<file path="src/rtl/operand_bus_arbiter.sv">
// Round-robin arbiter/sequencer for the shared DATA_W operand bus ahead of the ALU.
// Latency: grant 1 cycle after request; data_out/valid_out 1 cycle after each beat.
// Backpressure: none downstream; requesters hold reqN until their transfer ends.
// Optional ARB_TIMEOUT_EN: owner is preempted after MAX_HOLD beats while the peer waits.
module operand_bus_arbiter #(
    parameter int DATA_W   = 16,
    parameter int MAX_HOLD = 4
) (
    input  logic              clk,
    input  logic              rst,
    input  logic              req0,
    input  logic              req1,
    input  logic              last0,
    input  logic              last1,
    input  logic [DATA_W-1:0] data_in0,
    input  logic [DATA_W-1:0] data_in1,
    output logic              gnt0,
    output logic              gnt1,
    output logic              sel,
    output logic [DATA_W-1:0] data_out,
    output logic              valid_out
);

    typedef enum logic [1:0] {
        ST_IDLE = 2'd0,
        ST_OWN0 = 2'd1,
        ST_OWN1 = 2'd2
    } state_t;

    // Preemption is a single elaboration-time switch so the rest of the
    // logic reads the same in both builds; the disabled path folds away.
`ifdef ARB_TIMEOUT_EN
    localparam logic TIMEOUT_EN = 1'b1;
`else
    localparam logic TIMEOUT_EN = 1'b0;
`endif

    // Beat count at which the current owner must give way to a waiting peer.
    localparam logic [7:0] HOLD_LIMIT = 8'(MAX_HOLD - 1);

    state_t              r_state;
    state_t              w_state_nxt;
    logic                r_prio;        // 0: requester 0 wins a tie, 1: requester 1
    logic                w_prio_nxt;
    logic [7:0]          r_hold_cnt;    // beats granted while the peer is waiting
    logic [7:0]          w_hold_nxt;

    logic                r_gnt0;
    logic                r_gnt1;
    logic [DATA_W-1:0]   r_data;
    logic                r_valid;

    logic                w_own;         // some requester owns the bus
    logic                w_owner;       // which one: 0 or 1
    logic                w_req_own;
    logic                w_last_own;
    logic                w_req_peer;
    logic [DATA_W-1:0]   w_data_own;
    logic                w_beat;        // owner presents a word this cycle
    logic                w_timeout;     // owner forced off the bus this cycle
    logic                w_release;     // ownership ends on this edge

    // Owner-relative view of the request/data inputs.
    always_comb begin
        w_own      = (r_state != ST_IDLE);
        w_owner    = (r_state == ST_OWN1);
        w_req_own  = w_owner ? req1     : req0;
        w_last_own = w_owner ? last1    : last0;
        w_req_peer = w_owner ? req0     : req1;
        w_data_own = w_owner ? data_in1 : data_in0;
    end

    // Classify the current cycle: beat, preemption and release.
    always_comb begin
        w_beat    = w_own & w_req_own;
        w_timeout = TIMEOUT_EN & w_beat & w_req_peer & (r_hold_cnt == HOLD_LIMIT);
        // Withdrawal, final beat or preemption all end the ownership.
        w_release = w_own & (~w_req_own | w_last_own | w_timeout);
    end

    // Next-state and priority: tie in IDLE goes to prio, release hands to a waiting peer.
    always_comb begin
        w_state_nxt = r_state;
        w_prio_nxt  = r_prio;
        case (r_state)
            ST_IDLE: begin
                if (req0 && req1) begin
                    w_state_nxt = r_prio ? ST_OWN1 : ST_OWN0;
                end else if (req0) begin
                    w_state_nxt = ST_OWN0;
                end else if (req1) begin
                    w_state_nxt = ST_OWN1;
                end
            end
            ST_OWN0, ST_OWN1: begin
                if (w_release) begin
                    // Peer gets the next tie, so a quick re-request by the
                    // old owner cannot starve it.
                    w_prio_nxt = ~w_owner;
                    if (w_req_peer) begin
                        // Back-to-back handoff, no idle bubble.
                        w_state_nxt = w_owner ? ST_OWN0 : ST_OWN1;
                    end else begin
                        w_state_nxt = ST_IDLE;
                    end
                end
            end
            default: begin
                w_state_nxt = ST_IDLE;
            end
        endcase
    end

    // Hold counter: counts contended beats, saturates, clears on release.
    always_comb begin
        w_hold_nxt = r_hold_cnt;
        if (w_release) begin
            w_hold_nxt = 8'd0;
        end else if (w_beat && w_req_peer && (r_hold_cnt != 8'hFF)) begin
            w_hold_nxt = r_hold_cnt + 8'd1;
        end
    end

    // State, priority and hold counter registers.
    always_ff @(posedge clk or posedge rst) begin
        if (rst) begin
            r_state    <= ST_IDLE;
            r_prio     <= 1'b0;
            r_hold_cnt <= 8'd0;
        end else begin
            r_state    <= w_state_nxt;
            r_prio     <= w_prio_nxt;
            r_hold_cnt <= w_hold_nxt;
        end
    end

    // Grant flops track the next state so gnt/sel come straight from registers.
    always_ff @(posedge clk or posedge rst) begin
        if (rst) begin
            r_gnt0 <= 1'b0;
            r_gnt1 <= 1'b0;
        end else begin
            r_gnt0 <= (w_state_nxt == ST_OWN0);
            r_gnt1 <= (w_state_nxt == ST_OWN1);
        end
    end

    // Output word: capture on a beat, otherwise hold; valid only follows a beat.
    always_ff @(posedge clk or posedge rst) begin
        if (rst) begin
            r_data  <= '0;
            r_valid <= 1'b0;
        end else begin
            r_valid <= w_beat;
            if (w_beat) begin
                r_data <= w_data_own;
            end
        end
    end

    assign gnt0      = r_gnt0;
    assign gnt1      = r_gnt1;
    assign sel       = r_gnt1;
    assign data_out  = r_data;
    assign valid_out = r_valid;

endmodule

</file>
<file path="config.mk">
export PLATFORM = sky130hd
export DESIGN_NAME = operand_bus_arbiter
export DESIGN_NICKNAME = d
export VERILOG_FILES = /design/src/rtl/operand_bus_arbiter.sv
export SDC_FILE = /design/constraint.sdc
export NUM_CORES = 1
export LEC_CHECK = 0
export CAP_MARGIN = 5
export CELL_PAD_IN_SITES_DETAIL_PLACEMENT = 0
export CELL_PAD_IN_SITES_GLOBAL_PLACEMENT = 1
export CORE_AREA = 3 3 53 91
export DETAILED_ROUTE_END_ITERATION = 10
export DIE_AREA = 0 0 56 94
export GPL_TIMING_DRIVEN = 0
export PLACE_DENSITY = 0.73
export SLEW_MARGIN = 30
export SYNTH_ARGS = -nofsm -noshare
export SYNTH_HDL_FRONTEND = slang
export SYNTH_SLANG_ARGS = --single-unit
</file>
<file path="constraint.sdc">
create_clock -name clk -period 1.9 [get_ports clk]
set_input_delay 0.285 -clock clk [delete_from_list [all_inputs] [get_ports clk]]
set_output_delay 0.285 -clock clk [all_outputs]
set_load 0.01 [all_outputs]
</file>
==> results <==
-- area by class of cell --
| type | count | area (um2) |
|---|---|---|
| Fill cell | 412 | 2257 |
| Multi-Input combinational cell | 80 | 615.6 |
| Timing Repair Buffer | 59 | 585.6 |
| Sequential cell | 22 | 551.8 |
| Tap cell | 49 | 61.31 |
| Clock buffer | 4 | 55.05 |
| Buffer | 6 | 43.79 |
| Inverter | 5 | 18.77 |
-- cell usage after synthesis, drive strengths merged --
library cell	count
a21bo	1
a21o	2
a21oi	16
and3b	1
buf	6
dfrtp	22
ha	4
inv	5
mux2	1
mux2i	17
nand2	3
nand2b	3
nand3b	2
nor2	18
nor2b	1
nor3b	1
o2111a	2
o21ai	1
o221ai	2
o311ai	2
o31ai	1
o41ai	1
or3b	1
-- path summary, 6_finish.rpt --
path,startpoint,endpoint,slack (ns),depth (start not counted)
max in group asynchronous,rst,r_state[1]$_DFF_PP0_,0.84,2
min,rst,r_state[1]$_DFF_PP0_,0.49,2
min in group clk,data_out[11]$_DFFE_PP0P_,data_out[11]$_DFFE_PP0P_,0.53,2
min reg2reg,data_out[11]$_DFFE_PP0P_,data_out[11]$_DFFE_PP0P_,0.53,2
max reg2reg,r_state[0]$_DFF_PP0_,gnt0$_DFF_PP0_,0.15,6
max,r_state[0]$_DFF_PP0_,gnt0$_DFF_PP0_,0.15,6
-- sequential cells by signal (all words and copies together), names as in the netlist --
register and cells:
gnt0 1, data_out 16, gnt1 1, r_prio 1
r_state 2, valid_out 1
-- cells by family (layout without fill, tap and decap cells) --
| family | count (synthesis) | in the layout | synth area share [%] |
|---|---|---|---|
| flops | 22 | 22 | 46.32 |
| mux | 18 | 18 | 15.26 |
| buf+inv | 11 | 74 | 4.948 |
| simple gates | 30 | 30 | 12.74 |
| fa+ha+maj | 4 | 4 | 4.211 |
| compound gates | 28 | 28 | 16.53 |
-- critical path, cell delays in order (launching register included) --
cell,delay [ns]
dfrtp_1,0.39
inv_1,0.10
ha_2,0.23
and3b_1,0.24
o311ai_2,0.34
o221ai_2,0.17
o2111a_1,0.17
-- what timing repair did --
action,4_1_cts,5_1_grt
resized for setup,1,7
endpoints found under the setup margin,1,15
hold endpoints to repair,0,0
buffers inserted,0,2
pin swaps,0,1
-- power groups by stage --
stage / Sequential, mW / Combinational (mW) / Clock [mW]
global placement: 0.819 / 1.50 / 0
CTS: 0.823 / 1.57 / 0.335
detailed placement: 0.832 / 1.55 / 0
floorplan: 0.907 / 0.779 / 0
global route: 0.851 / 1.79 / 0.357
finish: 0.824 / 1.63 / 0.322
-- routing by layer --
layer / vias up / track usage [%] / wire length, um
li1: 528 / - / -
met2: 52 / 25.88 / 1871
met5: - / 0 / 0
met4: 0 / 2.574 / 10
met3: 2 / 2.476 / 243
met1: 516 / 13.75 / 1215
-- stage by stage --
stage | setup WS, ns | instance area (um2)
after floorplan | 0.2920 | 1189
after global placement | -0.05191 | 1821
after detailed placement | -0.1628 | 1821
after CTS | 0.004802 | 1883
after global routing | -0.005663 | 1932
final | 0.1548 | 1932
-- cell usage in the layout, fill, tap and decap left out --
cell type,count
clkdlybuf4s50_1,57
dfrtp_1,21
mux2i_1,17
nor2_1,17
a21oi_1,16
buf_4,5
inv_1,5
clkbuf_8,4
nand2b_1,3
nand2_1,3
buf_2,2
nand3b_1,2
a21o_1,2
o221ai_2,2
o2111a_1,2
ha_2,2
ha_1,2
buf_6,1
nor2_2,1
nor3b_4,1
and3b_1,1
o31ai_1,1
o41ai_1,1
o21ai_0,1
nor2b_1,1
mux2_1,1
o311ai_2,1
a21bo_2,1
o311ai_4,1
or3b_1,1
dfrtp_2,1
==> out/results.txt <==
Core Footprint -> 4189 um2
cell area power density -> 1435 nW/um2
post-synth cell types -> 25
final WL -> 3340 um
GRT Residual Overflow -> 0
wire length per cell -> 14.84 um
syn_area_per_cell -> 10.52 um2
largest net degree at the start of global routing -> 23
Slew Viols, Final -> 0
Synth area leaders -> dfrtp_1 (46%), mux2i_1 (14%), a21oi_1 (6.7%), nor2_1 (5.4%), ha_1 (4.2%)
Die Wd -> 56 um
clk_skew -> 0.004660 ns
Layout Cells excl Fill -> 225
Int Pwr -> 1.738 mW
initial core utilization -> 28.38%
# DRC -> 0
DR pass1 iterations -> 4
dpl hpwl -> 2806 um
register area share after synthesis -> 46.32%
root buf cell -> clkbuf_8
row cnt -> 31
Worst Path Required -> 2.05 ns
post-synth top area cell -> dfrtp_1
Worst setup EP type -> register
CP Data Arrival Time -> 1.89 ns
Max VDD drop -> 598.0 uV
Final period util -> 91.85%
clk sink count -> 22
Yosys reg bits -> 22
initial antenna violation count -> 0
Post-Synthesis Cells -> 113
Comb power frac -> 58.7%
total power -> 2.772 mW
NumNets Final -> 219
Net Switching -> 1.034 mW
clk_lat worst skew -> 0.25 ns
# hold bufs at CTS -> 0
YS warnings -> 0
CTS buffer count -> 3
Worst-Margin Slew -> 0.8327 ns
CP Launch Type -> register
hold slack -> 0.4941 ns
GRT Resource Usage Total -> 12.99%
slew margin rel. -> 44.42%
diodes inserted -> 0
Seq pwr share -> 29.7%
Pleak -> 0.7830 nW
Placed Cells -> 219
CP Max Fanout -> 4
Via Count -> 1098
clock-pin slew on the worst setup and hold paths -> 0.08 ns
global-route wire length before repair -> 5540 um
final setup vio count -> 0
synthesized area -> 1189 um2
Clk pwr share -> 11.6%
vias per inst -> 4.880
fin util -> 46.12%
chip height -> 94 um
Mapped Nets -> 155
# Max-Cap Violations -> 0
Synth-to-Final Area Change -> 62.53%
io pins -> 58
status -> finished clean
initial drt markers -> 11
Hold Vio Cnt, Final -> 0
CTS Buffer Depth -> 2
WS Path Type -> reg -> reg
number of port buffers -> 57
Hold WC Path Type -> in -> async
max frequency -> 573.0 MHz
ratio of cells with drive above 1 in the final layout -> 12.50%
min Tclk post-route -> 1.745 ns
CTS tree -> yes
vias in the first global route -> 1198
RePlAce Congestion -> 0.8172
Die Area -> 5264 um2
Final ANT Viol Nets -> 0
Synth top area share -> 46.32%
CTS H-Tree Depth -> 1
Final TNS setup -> 0 ns
Sw Ratio -> 37.29%
Power figures use the tool's default switching activity.
